<file path="src/rtl/oreg_drain_pkg.sv">
// Shared types and sizing for the systolic-array output drain.
package oreg_drain_pkg;

  localparam int unsigned WIDTH = 8;
  localparam int unsigned COLS  = 4;
  localparam int unsigned DEPTH = 2;
  localparam int unsigned CNTW  = 16;
  localparam int unsigned PTRW  = $clog2(DEPTH) + 1;
  localparam int unsigned IDXW  = PTRW - 1;

  typedef logic signed [WIDTH-1:0] col_t;
  typedef col_t [COLS-1:0] row_t;

  // Storage slot addressed by a FIFO pointer (wrap bit dropped).
  function automatic logic [IDXW-1:0] ptr_idx(input logic [PTRW-1:0] p);
    return p[IDXW-1:0];
  endfunction

endpackage

</file>
<file path="src/rtl/oreg_drain_if.sv">
// Array-side and writer-side bus of the output drain.
interface oreg_drain_if;
  import oreg_drain_pkg::*;

  logic [COLS-1:0] i_valid;
  row_t            i_data;
  logic            o_stall;
  logic            o_valid;
  logic            i_ready;
  row_t            o_data;
  logic            o_ovf;
  logic [CNTW-1:0] o_rows;

  modport master (
    output i_valid, i_data, i_ready,
    input  o_stall, o_valid, o_data, o_ovf, o_rows
  );

  modport slave (
    input  i_valid, i_data, i_ready,
    output o_stall, o_valid, o_data, o_ovf, o_rows
  );

endinterface

</file>
<file path="src/rtl/oreg_drain_row_fifo.sv">
// Synchronous row FIFO; extra pointer bit separates full from empty.
module oreg_drain_row_fifo
  import oreg_drain_pkg::*;
(
  input  logic clk,
  input  logic rst,
  input  logic clr,
  input  logic push,
  input  logic pop,
  input  row_t wdata,
  output row_t rdata,
  output logic full,
  output logic empty
);

  row_t            mem [DEPTH];
  logic [PTRW-1:0] wr_ptr;
  logic [PTRW-1:0] rd_ptr;
  logic            do_push;
  logic            do_pop;

  always_comb begin
    empty   = (wr_ptr == rd_ptr);
    full    = (wr_ptr[PTRW-1] != rd_ptr[PTRW-1]) &&
              (ptr_idx(wr_ptr) == ptr_idx(rd_ptr));
    do_push = push && !full;
    do_pop  = pop && !empty;
    rdata   = mem[ptr_idx(rd_ptr)];
  end

  always_ff @(posedge clk) begin
    if (rst || clr) begin
      wr_ptr <= '0;
      rd_ptr <= '0;
      for (int unsigned i = 0; i < DEPTH; i++) mem[i] <= '0;
    end else begin
      if (do_push) begin
        mem[ptr_idx(wr_ptr)] <= wdata;
        wr_ptr               <= wr_ptr + PTRW'(1);
      end
      if (do_pop) rd_ptr <= rd_ptr + PTRW'(1);
    end
  end

endmodule

</file>
<file path="src/rtl/oreg_drain.sv">
// Deskews per-column array results into aligned rows and streams them out
// through a small row FIFO, back-pressuring the array when it fills.
module oreg_drain
  import oreg_drain_pkg::*;
(
  input  logic         clk,
  input  logic         rst,
  input  logic         en,
  input  logic         clr,
  oreg_drain_if.slave  bus
);

  logic [COLS-1:0] flag;
  row_t            hold;
  logic            ovf;
  logic [CNTW-1:0] rows;

  logic            full;
  logic            empty;
  logic            complete;
  logic            commit;
  logic            pop;
  logic [COLS-1:0] strobe;
  logic [COLS-1:0] take;

  // A strobe on a filled column is accepted only when that row commits now.
  always_comb begin
    strobe   = {COLS{en}} & bus.i_valid;
    complete = &flag;
    commit   = complete && !full;
    take     = strobe & (~flag | {COLS{commit}});
    pop      = !empty && bus.i_ready;
  end

  always_ff @(posedge clk) begin
    if (rst || clr) begin
      flag <= '0;
      hold <= '0;
      ovf  <= 1'b0;
      rows <= '0;
    end else begin
      for (int unsigned c = 0; c < COLS; c++) begin
        if (take[c]) begin
          hold[c] <= bus.i_data[c];
          flag[c] <= 1'b1;
        end else if (commit) begin
          flag[c] <= 1'b0;
        end
      end
      if (|(strobe & ~take)) ovf <= 1'b1;
      if (pop) rows <= rows + CNTW'(1);
    end
  end

  oreg_drain_row_fifo u_fifo (
    .clk   (clk),
    .rst   (rst),
    .clr   (clr),
    .push  (commit),
    .pop   (pop),
    .wdata (hold),
    .rdata (bus.o_data),
    .full  (full),
    .empty (empty)
  );

  assign bus.o_stall = complete && full;
  assign bus.o_valid = !empty;
  assign bus.o_ovf   = ovf;
  assign bus.o_rows  = rows;

endmodule

</file>
<file path="src/flat_wrapper.sv">
// flat-port wrapper written by rule: the top's interface ports become plain ports
module oreg_drain_flat import oreg_drain_pkg::*;
  (clk, rst, en, clr, bus_i_valid, bus_i_data, bus_i_ready, bus_o_stall, bus_o_valid, bus_o_data, bus_o_ovf, bus_o_rows);
  oreg_drain_if bus_i ();
  input  logic clk;
  input  logic rst;
  input  logic en;
  input  logic clr;
  input wire logic [$bits(bus_i.i_valid)-1:0] bus_i_valid;
  input wire logic [$bits(bus_i.i_data)-1:0] bus_i_data;
  input wire logic [$bits(bus_i.i_ready)-1:0] bus_i_ready;
  output wire logic [$bits(bus_i.o_stall)-1:0] bus_o_stall;
  output wire logic [$bits(bus_i.o_valid)-1:0] bus_o_valid;
  output wire logic [$bits(bus_i.o_data)-1:0] bus_o_data;
  output wire logic [$bits(bus_i.o_ovf)-1:0] bus_o_ovf;
  output wire logic [$bits(bus_i.o_rows)-1:0] bus_o_rows;
  assign bus_i.i_valid = bus_i_valid;
  assign bus_i.i_data = bus_i_data;
  assign bus_i.i_ready = bus_i_ready;
  assign bus_o_stall = bus_i.o_stall;
  assign bus_o_valid = bus_i.o_valid;
  assign bus_o_data = bus_i.o_data;
  assign bus_o_ovf = bus_i.o_ovf;
  assign bus_o_rows = bus_i.o_rows;
  oreg_drain u_core (.clk(clk), .rst(rst), .en(en), .clr(clr), .bus(bus_i));
endmodule
</file>
<file path="config.mk">
export PLATFORM = sky130hd
export DESIGN_NAME = oreg_drain_flat
export DESIGN_NICKNAME = d
export VERILOG_FILES = /design/src/rtl/oreg_drain_pkg.sv /design/src/rtl/oreg_drain_if.sv /design/src/rtl/oreg_drain_row_fifo.sv /design/src/rtl/oreg_drain.sv /design/src/flat_wrapper.sv
export SDC_FILE = /design/constraint.sdc
export NUM_CORES = 1
export LEC_CHECK = 0
export CORE_MARGIN = 3
export CORE_UTILIZATION = 53
export CTS_CLUSTER_SIZE = 20
export DETAILED_ROUTE_END_ITERATION = 6
export PLACE_DENSITY = 0.84
export SLEW_MARGIN = 5
export SYNTH_ARGS = -nofsm -noshare
export SYNTH_HDL_FRONTEND = slang
export SYNTH_SLANG_ARGS = --single-unit
</file>
<file path="constraint.sdc">
create_clock -name clk -period 5.54 [get_ports clk]
set_clock_uncertainty 0.15 [all_clocks]
set_input_delay 0.554 -clock clk [delete_from_list [all_inputs] [get_ports clk]]
set_output_delay 0.554 -clock clk [all_outputs]
set_load 0.005 [all_outputs]
</file>
==> metrics <==
wl on met1=4876 µm; Setup CP Type=register to output pin; # Max-Cap Violations=0; Distinct cells, synth=40; Synth Flop Type=edfxtp_1; register area share after synthesis=58.29%; die height=105.9 µm; fmax=343.7 MHz; Gate Count Post-Synth=464; antenna viol nets, final=0; via/cell ratio=5.836; # nets final=596; grt ovf=0; setup_tns=0 ps; Worst-Skew Late Latency=520 ps; filler instances=652; worst path required time=4840 ps; FP Rows=35; DP HPWL=8266 µm; Leak=2.438 nW; layout overhead on the synthesized area=30.02%; Root Driver=clkbuf_8; CP Max Fanout=7; Starting Density=55.91%; IO Port Bufs=91; Critical Path AT=2210 ps; Total Wirelength=13000 µm; Final min period=2909 ps; DR top layer=met4; Yosys reg bits=122; Sink Count=122; first-pass GRT wire length=20810 µm; Final Hold Vio Count=0; die width=105.9 µm; Power per Cell Area=310.2 mW/mm²; met3 WL post-DR=968 µm; multi-input logic area=0.002077 mm²; Initial DRC Count=245; initial antenna violation count=0; Hold-fix buffers, CTS=0; total track usage=23.83%; syn nets=506; worst IR drop on VDD=0.1551 mV; Ys Warns=0; Final setup viols=0; worst slew pin tran=1007 ps; period utilisation layout=52.51%; crit-path cells=xnor2_1, and3_1, clkdlybuf4s50_1; # diodes=0; IO Count=92; clk slew on worst S/H paths=60 ps; CP Capture Type=output pin; crit-path max cell delay=500 ps; largest net degree at the start of global routing=57; WL met2=6882 µm; vias in the first global route=4231; Die ar.=0.01121 mm²; ys async rst share=0%; setup repair bufs after CTS=0; CTS resizes=0; reg2reg setup slack=2720 ps; Netlist Area Pre-Place=0.005289 mm²; CTS H-Tree Depth=4; routed via count=4062; Slew Viols, Final=0; min-delay worst type=register to register; status=completed; Initial DRT Pass Iterations=5; Post-DP Area=0.006311 mm²; Crit-path slowest cell=xnor2_1; FF/Latch Area=0.003083 mm²; Longest Clk Path Bufs=2; RSZ-0062 raised after global routing=false; CTS tree=yes; post-route cell area=0.006877 mm²; share of layout cells above drive strength 1=13.93%; drc violations=0; wire length per cell=18.68 µm; Placer Congestion=0.8220; TritonCTS Buffers=17; type of origin of the critical path=register; Slew HR=32.86%; syn_area_per_cell=11.40 µm²; Core ar.=0.009459 mm²; number of synthesized flops with an enable pin=64
## synthesized netlist by cell type (all sizes together) (4+ instances only)
master | number | area [µm²]
dfxtp | 58 | 1161
clkinv | 4 | 15.01
a21oi | 43 | 215.2
o31ai | 5 | 37.54
and2 | 69 | 431.7
edfxtp | 64 | 1922
o211ai | 40 | 300.3
nor2 | 19 | 71.32
xor2 | 6 | 60.06
mux2 | 32 | 360.4
clkbuf | 20 | 80.08
buf | 7 | 31.28
xnor2 | 7 | 61.31
nand2 | 15 | 56.30
o21ai | 4 | 23.77
nand3 | 34 | 170.2
or4 | 4 | 30.03
or3 | 4 | 25.02
## sequential cells by signal, summed over array words and instances (netlist names), named ones only
register / cells
u_core.u_fifo.rd_ptr: 2
u_core.u_fifo.mem: 64
u_core.flag: 4
u_core.u_fifo.wr_ptr: 2
u_core.hold: 32
u_core.bus.o_rows: 16
u_core.bus.o_ovf: 1
## kinds of logic after synthesis
family / after synthesis / synth area share [%]
flip-flops: 122 / 58.29
multiplexers: 35 / 7.381
buffers and inverters: 34 / 2.602
AND/OR/NAND/NOR: 156 / 16.28
XOR/XNOR: 13 / 2.295
AO/OA/AOI/OAI: 103 / 12.92
adder cells (fa/ha/maj): 1 / 0.2365
## cell usage in the layout (no fill, tap or decap), types with 4 or more instances in the layout
cell type,synthesis,layout
a21oi_1,43,43
and2_1,69,69
buf_4,0,7
clkbuf_16,0,16
clkdlybuf4s50_1,0,91
clkinv_1,4,4
clkinv_2,0,5
dfxtp_1,58,58
edfxtp_1,64,64
mux2_2,32,32
nand2_1,15,15
nand3_1,34,34
nor2_1,19,19
o211ai_1,40,40
o31ai_1,5,5
or3_1,4,4
or4_1,4,4
xnor2_1,7,7
xor2_1,5,5
## per-layer routing
layer | GRT usage (%) | up-vias
met4 | 11.19 | 0
met1 | 26.52 | 1962
met5 | 0 | -
met3 | 5.889 | 29
li1 | - | 1892
met2 | 42.71 | 179
## power breakdown
group | leakage [nW] | internal, mW | switching [mW]
combinational | 0.982 | 0.0595 | 0.0540
sequential | 1.18 | 0.974 | 0.00983
clock | 0.274 | 0.638 | 0.398
total | 2.44 | 1.67 | 0.461
## path summary, 6_finish.rpt
check | from | end | depth (start not counted)
max | u_core.u_fifo.wr_ptr[0] | bus_o_stall | 3
max reg2reg | u_core.u_fifo.wr_ptr[0] | u_core.u_fifo.mem[0][25] | 4
min reg2reg | u_core.hold[1] | u_core.hold[1] | 2
min | u_core.hold[1] | u_core.hold[1] | 2
## final cells by class
cell class                 instances  area share [%]
inverter                           7          0.3821
sequential                       122           44.83
multi-input combinational        308           30.20
clock inverter                    15           2.202
tap                              129           2.347
clock buffer                      17           6.023
timing repair buffer              98           14.01
## metrics by stage
step | total power, mW | hold WS [ps] | setup slack (ps) | cells | util, %
finish | 2.133 | 330.3 | 2631 | 696 | 72.70
global route | 2.197 | 345.9 | 2495 | 696 | 72.70
CTS | 2.139 | 328.0 | 2633 | 696 | 72.70
detailed placement | 1.114 | 316.7 | 2639 | 664 | 66.72
global placement | 1.110 | 310.2 | 2763 | 664 | 66.72
floorplan | 1.046 | 301.7 | 1655 | 464 | -
## worst max-delay path: cells and delay by family, from the launching register on
kind / cells / cell delay (ps)
xor gates and xnor gates: 1 / 500
buffers and inverters: 1 / 500
DFF: 1 / 420
and+or+nand+nor: 1 / 260
Note: power is estimated with default switching activity, not from simulation.
